File: config.mk
export PLATFORM = sky130hd
export DESIGN_NAME = gray_burst_arb
export DESIGN_NICKNAME = d
export VERILOG_FILES = /design/src/rtl/gray_burst_arb_pkg.sv /design/src/rtl/gray_burst_arb_gray_step_core.sv /design/src/rtl/gray_burst_arb.sv
export SDC_FILE = /design/constraint.sdc
export NUM_CORES = 1
export LEC_CHECK = 0
export ABC_AREA = 1
export ABC_CLOCK_PERIOD_IN_PS = 4000
export BUFFER_PORTS_ARGS = -buffer_cell sky130_fd_sc_hd__buf_2
export CORE_MARGIN = 2
export CORE_UTILIZATION = 35
export CTS_CLUSTER_DIAMETER = 60
export DETAILED_ROUTE_END_ITERATION = 8
export PLACE_DENSITY = 0.53
export SLEW_MARGIN = 20
export SYNTH_ARGS = -nofsm -noshare
export SYNTH_HDL_FRONTEND = slang
export SYNTH_HIERARCHICAL = 1
export SYNTH_SLANG_ARGS = --single-unit
export TNS_END_PERCENT = 100
File: constraint.sdc
create_clock -name Clk -period 4 [get_ports Clk]
set_input_delay 0.8 -clock Clk [delete_from_list [all_inputs] [get_ports Clk]]
set_output_delay 0.8 -clock Clk [all_outputs]
set_load 0.01 [all_outputs]
File: src/rtl/gray_burst_arb_pkg.sv
// Shared definitions for the Gray-code burst arbiter: FSM states, Gray
// sequence end points and the one-step Gray successor function.
package gray_burst_arb_pkg;

  localparam int unsigned GRAY_W = 3;

  // Start and end of the 3-bit reflected Gray sequence.
  localparam logic [GRAY_W-1:0] GRAY_FIRST = 3'b000;
  localparam logic [GRAY_W-1:0] GRAY_LAST  = 3'b100;

  typedef enum logic [1:0] {
    IDLE = 2'd0,
    RUN  = 2'd1,
    DONE = 2'd2
  } arb_state_e;

  // Next code in 000,001,011,010,110,111,101,100,000,...
  function automatic logic [GRAY_W-1:0] gray_next(input logic [GRAY_W-1:0] code);
    logic [GRAY_W-1:0] nxt;
    nxt = GRAY_FIRST;
    case (code)
      3'b000:  nxt = 3'b001;
      3'b001:  nxt = 3'b011;
      3'b011:  nxt = 3'b010;
      3'b010:  nxt = 3'b110;
      3'b110:  nxt = 3'b111;
      3'b111:  nxt = 3'b101;
      3'b101:  nxt = 3'b100;
      3'b100:  nxt = GRAY_FIRST;
      default: nxt = GRAY_FIRST;
    endcase
    return nxt;
  endfunction

endpackage

File: src/rtl/gray_burst_arb_gray_step_core.sv
// gray_step_core: the shared 3-bit Gray step counter.
// Ports:
//   Clk       in  rising-edge clock
//   Reset     in  asynchronous active-low reset, clears Code to 000
//   En        in  advance one Gray step on this edge
//   Code      out current Gray code (registered)
//   Step_wrap out high while the pending enabled step is 100 -> 000
module gray_step_core
  import gray_burst_arb_pkg::*;
(
  input  logic              Clk,
  input  logic              Reset,
  input  logic              En,
  output logic [GRAY_W-1:0] Code,
  output logic              Step_wrap
);

  // Counter register; holds its value whenever En is low.
  always_ff @(posedge Clk or negedge Reset) begin
    if (!Reset) begin
      Code <= GRAY_FIRST;
    end else if (En) begin
      Code <= gray_next(Code);
    end
  end

  // Decode of the step taken at the coming edge, so the arbiter can fold it
  // into the burst's wrap result on that same edge.
  assign Step_wrap = En && (Code == GRAY_LAST);

endmodule

File: src/rtl/gray_burst_arb.sv
// gray_burst_arb: round-robin owner of the shared Gray step counter. Each
// granted requester gets exactly Len[i] counter steps, then a one-cycle Done
// pulse carrying whether the counter wrapped during its burst.
// Ports:
//   Clk    in  rising-edge clock
//   Reset  in  asynchronous active-low reset
//   Req    in  [NREQ]       level request per requester
//   Len    in  [NREQ*LENW]  burst length per requester, sampled at grant
//   Grant  out [NREQ]       one-hot current owner, 0 when idle
//   Busy   out              high in RUN and DONE
//   Done   out [NREQ]       one-cycle pulse on the owner's bit at burst end
//   Wrap   out              valid with Done: counter passed 100 -> 000
//   Code   out [3]          current Gray code of the shared counter
module gray_burst_arb
  import gray_burst_arb_pkg::*;
#(
  parameter int unsigned NREQ = 4,
  parameter int unsigned LENW = 4
) (
  input  logic                   Clk,
  input  logic                   Reset,
  input  logic [NREQ-1:0]        Req,
  input  logic [NREQ*LENW-1:0]   Len,
  output logic [NREQ-1:0]        Grant,
  output logic                   Busy,
  output logic [NREQ-1:0]        Done,
  output logic                   Wrap,
  output logic [GRAY_W-1:0]      Code
);

  localparam int unsigned IDXW = (NREQ > 1) ? $clog2(NREQ) : 1;
  localparam logic [NREQ-1:0] ONE_HOT0 = {{(NREQ-1){1'b0}}, 1'b1};

  arb_state_e         state;
  logic [LENW-1:0]    rem;
  logic [IDXW-1:0]    ptr;
  logic [IDXW-1:0]    owner;
  logic               wrap_acc;

  logic               run_en;
  logic               step_wrap;
  logic               pick_valid;
  logic [IDXW-1:0]    pick_idx;
  logic [LENW-1:0]    pick_len;

  // The counter only ever moves in RUN.
  assign run_en = (state == RUN);

  gray_step_core u_core (
    .Clk       (Clk),
    .Reset     (Reset),
    .En        (run_en),
    .Code      (Code),
    .Step_wrap (step_wrap)
  );

  // Round-robin pick: scan offsets from the top down so the smallest offset
  // from ptr that has a request is the one left standing.
  always_comb begin : p_pick
    int              cand;
    logic [IDXW-1:0] cand_idx;
    pick_valid = 1'b0;
    pick_idx   = '0;
    cand       = 0;
    cand_idx   = '0;
    for (int i = int'(NREQ) - 1; i >= 0; i--) begin
      cand = int'(ptr) + i;
      if (cand >= int'(NREQ)) begin
        cand = cand - int'(NREQ);
      end
      cand_idx = IDXW'(cand);
      if (Req[cand_idx]) begin
        pick_valid = 1'b1;
        pick_idx   = cand_idx;
      end
    end
  end

  assign pick_len = Len[32'(pick_idx) * LENW +: LENW];

  // Burst FSM with registered Grant/Busy/Done/Wrap.
  always_ff @(posedge Clk or negedge Reset) begin
    if (!Reset) begin
      state    <= IDLE;
      Grant    <= '0;
      Busy     <= 1'b0;
      Done     <= '0;
      Wrap     <= 1'b0;
      rem      <= '0;
      ptr      <= '0;
      owner    <= '0;
      wrap_acc <= 1'b0;
    end else begin
      case (state)
        IDLE: begin
          if (pick_valid) begin
            owner    <= pick_idx;
            Grant    <= ONE_HOT0 << pick_idx;
            Busy     <= 1'b1;
            rem      <= pick_len;
            wrap_acc <= 1'b0;
            if (pick_len != '0) begin
              state <= RUN;
            end else begin
              // Zero-step burst completes without touching the counter.
              state <= DONE;
              Done  <= ONE_HOT0 << pick_idx;
              Wrap  <= 1'b0;
            end
          end
        end

        RUN: begin
          rem <= rem - LENW'(1);
          if (step_wrap) begin
            wrap_acc <= 1'b1;
          end
          if (rem == LENW'(1)) begin
            // Include a wrap taken on this final step.
            state <= DONE;
            Done  <= Grant;
            Wrap  <= wrap_acc | step_wrap;
          end
        end

        DONE: begin
          state <= IDLE;
          Grant <= '0;
          Busy  <= 1'b0;
          Done  <= '0;
          Wrap  <= 1'b0;
          ptr   <= (owner == IDXW'(NREQ - 1)) ? '0 : owner + IDXW'(1);
        end

        default: begin
          state <= IDLE;
          Grant <= '0;
          Busy  <= 1'b0;
          Done  <= '0;
          Wrap  <= 1'b0;
        end
      endcase
    end
  end

endmodule

==> metrics.md <==
| Metric | Value |
|---|---|
| Synth Area in Adders | `0.0249` |
| Top cells by area, synth | `dfrtp_1 40%, nand2_1 20%, nand3_1 8.0%, inv_1 7.2%, o21ai_0 4.0%` |
| DRC | `0` |
| Post-Layout Cell Count | `around 300` |
| CTS tree | `yes` |
| Pwr dens | `between 900 and 1000 nW/µm²` |
| Die area | `between 4000 and 5000 µm²` |
| Vias in the first global route | `around 1300` |
| Rows | `23` |
| Htree depth | `1` |
| Synth unique cells | `21` |
| Clock insertion delay at the later pin of the skew report | `~0.27 ns` |
| Global route overflow | `0` |
| Initial antenna violation count | `0` |
| Area delta synth->final | `17.4%` |
| Simple-gate portion of the synthesized area | `0.375` |
| Post-DP HPWL | `about 2.6 mm` |
| Commonest non-fill, non-tap cells in the layout | `82 x nand2_1, 34 x buf_2, 29 x inv_1` |
| Num Clock Sinks | `24` |
| Routed WL | `approximately 3.3 mm` |
| Critical path type | `flip-flop to flip-flop` |
| R2R Setup Slk | `1.57 ns` |
| Slowest-stage cell, CP | `dfrtp_1` |
| WP data arrival | `between 2 and 3 ns` |
| Max-cap violations | `0` |
| Seq/Total Area, Yosys | `0.399` |
| Peak Freq | `412 MHz` |
| Post-synthesis mux area share | `0` |
| Hold Path Class | `flip-flop to flip-flop` |
| Max Slew Vio Count | `0` |
| Worst path top cell family by delay | `simple AND/OR/NAND/NOR gates` |
| Complex-gate fraction of the synthesized area | `0.103` |
| Drt first pass iters | `4` |
| Drt first-iter violations | `just under 90` |
| Worst slew pin tran | `0.530 ns` |
| Critical Path RT | `4.16 ns` |
| Syn. warnings | `6` |
| Commonest non-fill, non-tap cell in the layout | `nand2_1` |
| Final worst path period need | `roughly 2.4 ns` |
| Initial Util | `0.371` |
| First-pass GRT wire length | `about 5.8 mm` |
| Worst VDD drop | `approximately 0.00033 V` |
| Core area | `4060 µm²` |
| Largest family of logic cells by synthesized area | `simple AND/OR/NAND/NOR gates` |
| GPL Wtd Cong | `roughly 0.79` |
| Final Hold Fails | `0` |
| Slack of the critical path | `between 1.5 and 2 ns` |
| Crit-path most repeated cell | `nand2_1` |
| Worst path max stage delay | `between 0.5 and 0.6 ns` |
| ANT nets after route | `0` |
| Drt via density | `4.65` |
| Synth Area in XOR/XNOR | `0.00581` |
| Largest net degree at the start of global routing | `25` |
| WP buf/inv | `1` |
| Status | `complete, no violations` |
| Yosys top cell by area | `dfrtp_1` |
| Worst Setup End Kind | `flip-flop` |
| Setup bufs post-CTS | `0` |
| N_diodes | `0` |
| Hold-fix buffers at CTS | `0` |
| Slew HR | `0.647` |
| Lkg Pwr | `about 1.0 nW` |
| Net count, final | `279` |
| Share of cells above drive strength 1 | `0.190` |
| Cells after Synth | `roughly 220` |
| Top-Level Pins | `35` |
| Final setup fails | `0` |
| IO Port Bufs | `34` |
| Syn Area/Cell | `between 6 and 7 µm²` |
| Clk_skew | `0.000873 ns` |
| Via Count | `~1400` |
| Worst-path maximum fanout | `11` |
| Clock Tree Root | `clkbuf_8` |
| Post-cts sizing count | `0` |
| Global Route Usage Sum | `0.143` |
| Clk buf depth | `2` |
| Tcrit/Tclk final | `0.606` |
| Die Wd | `between 60 and 70 µm` |
| Inst Count DP | `299` |
| Synth top area share | `0.399` |
| TNS Setup | `0 ns` |
| Die Ht | `69.6 µm` |
| Synthesized Nets | `roughly 240` |
| Per-cell routed wire length | `around 11 µm` |
| Synth Cell Area | `around 1500 µm²` |
| CP Launch Type | `flip-flop` |
| Worst slack, placed | `about 1.4 ns` |
| Worst-path cell chain | `inv_1 -> nand2_1 -> nand3_1 -> nand2_1 -> nand3_2 -> nand3_2 -> nand2_2 -> nand2_1 -> nand2_1 -> nand2_1 -> nand2_1 -> nor2_1 -> nand2_2 -> nand2_4 -> nand2_4 -> nand2_1 -> nand2_1` |
| CTS Buf Count | `3` |
| RSZ-0062 raised after global routing | `no` |
| CTS clk-pin slew, worst paths | `~0.08 ns` |
| Synthesized flop and latch total | `24` |
power by group:
part           total [mW]  leakage (nW)  switching (mW)  internal (mW)
clock network       0.166        0.0288          0.0777         0.0879
logic                1.05         0.663           0.693          0.354
registers           0.437         0.304          0.0869          0.350
path summary, 6_finish.rpt:
path,start,end,cells after the start
max in group asynchronous,Reset,rem[1],1
min in group asynchronous,Reset,Done[3],1
worst min register to register,Done[3],Done[3],2
worst min-delay path,Done[3],Done[3],2
worst max-delay path,ptr[0],Wrap,17
worst max register to register,ptr[0],Wrap,17
tightest hold or removal path, cell delays in order, from the launching register on:
cell and delay, ns:
dfrtp_1 0.34, nand2_1 0.05, nand2_1 0.05
state kept, by name, summed over array words and instances (netlist names), named ones only:
| name | count |
|---|---|
| Done | 4 |
| Grant | 4 |
| rem | 4 |
| owner | 2 |
| ptr | 2 |
| state | 2 |
| Busy | 1 |
| Wrap | 1 |
| u_core/Code | 1 |
| wrap_acc | 1 |
Yosys cell counts:
master and n:
nand2_1 82, inv_1 29, dfrtp_1 24, nand3_1 24, nor2_1 14, o21ai_0 12, a21oi_1 5, o21ai_1 4
ha_1 3, nand2_2 3, nand2_4 3, o22ai_1 3, buf_6 2, nand3_2 2, o211ai_1 2, a21oi_4 1
clkbuf_1 1, inv_2 1, nor4_1 1, or2_0 1, xnor2_1 1
stage by stage:
stage | util | hold WS [ns] | total power [mW] | area, µm²
after floorplan | - | 0.481 | 1.28 | 1510
after global placement | 0.422 | 0.453 | 1.51 | 1710
after detailed placement | 0.422 | 0.455 | 1.50 | 1710
after CTS | 0.436 | 0.476 | 1.67 | 1770
after global routing | 0.436 | 0.498 | 1.87 | 1770
final | 0.436 | 0.470 | 1.65 | 1770
layer usage:
metal  global-route usage  wire [µm]  vias to the layer above
met5                    0          0                        -
met4               0.0196         13                        0
met3               0.0349         82                        2
met2                0.246       1570                       14
met1                0.187       1590                      637
li1                     -          -                      756
layout make-up:
class,instances,area (µm²)
repair buffers,34,170
clock buffers,4,55.1
flip-flops and latches,24,601
multi-input cells,161,767
well taps,50,62.6
inverters,30,113
fillers,441,2290
cells by family (layout without fill, tap and decap cells):
kind of cell             count (synthesis)  count (layout)
AND/OR/NAND/NOR                        130             130
flip-flops                              24              24
adder cells (fa/ha/maj)                  3               3
buffers and inverters                   33              68
XOR/XNOR                                 1               1
AO/OA/AOI/OAI                           27              27
No activity file was read; power rests on OpenSTA's default activity.
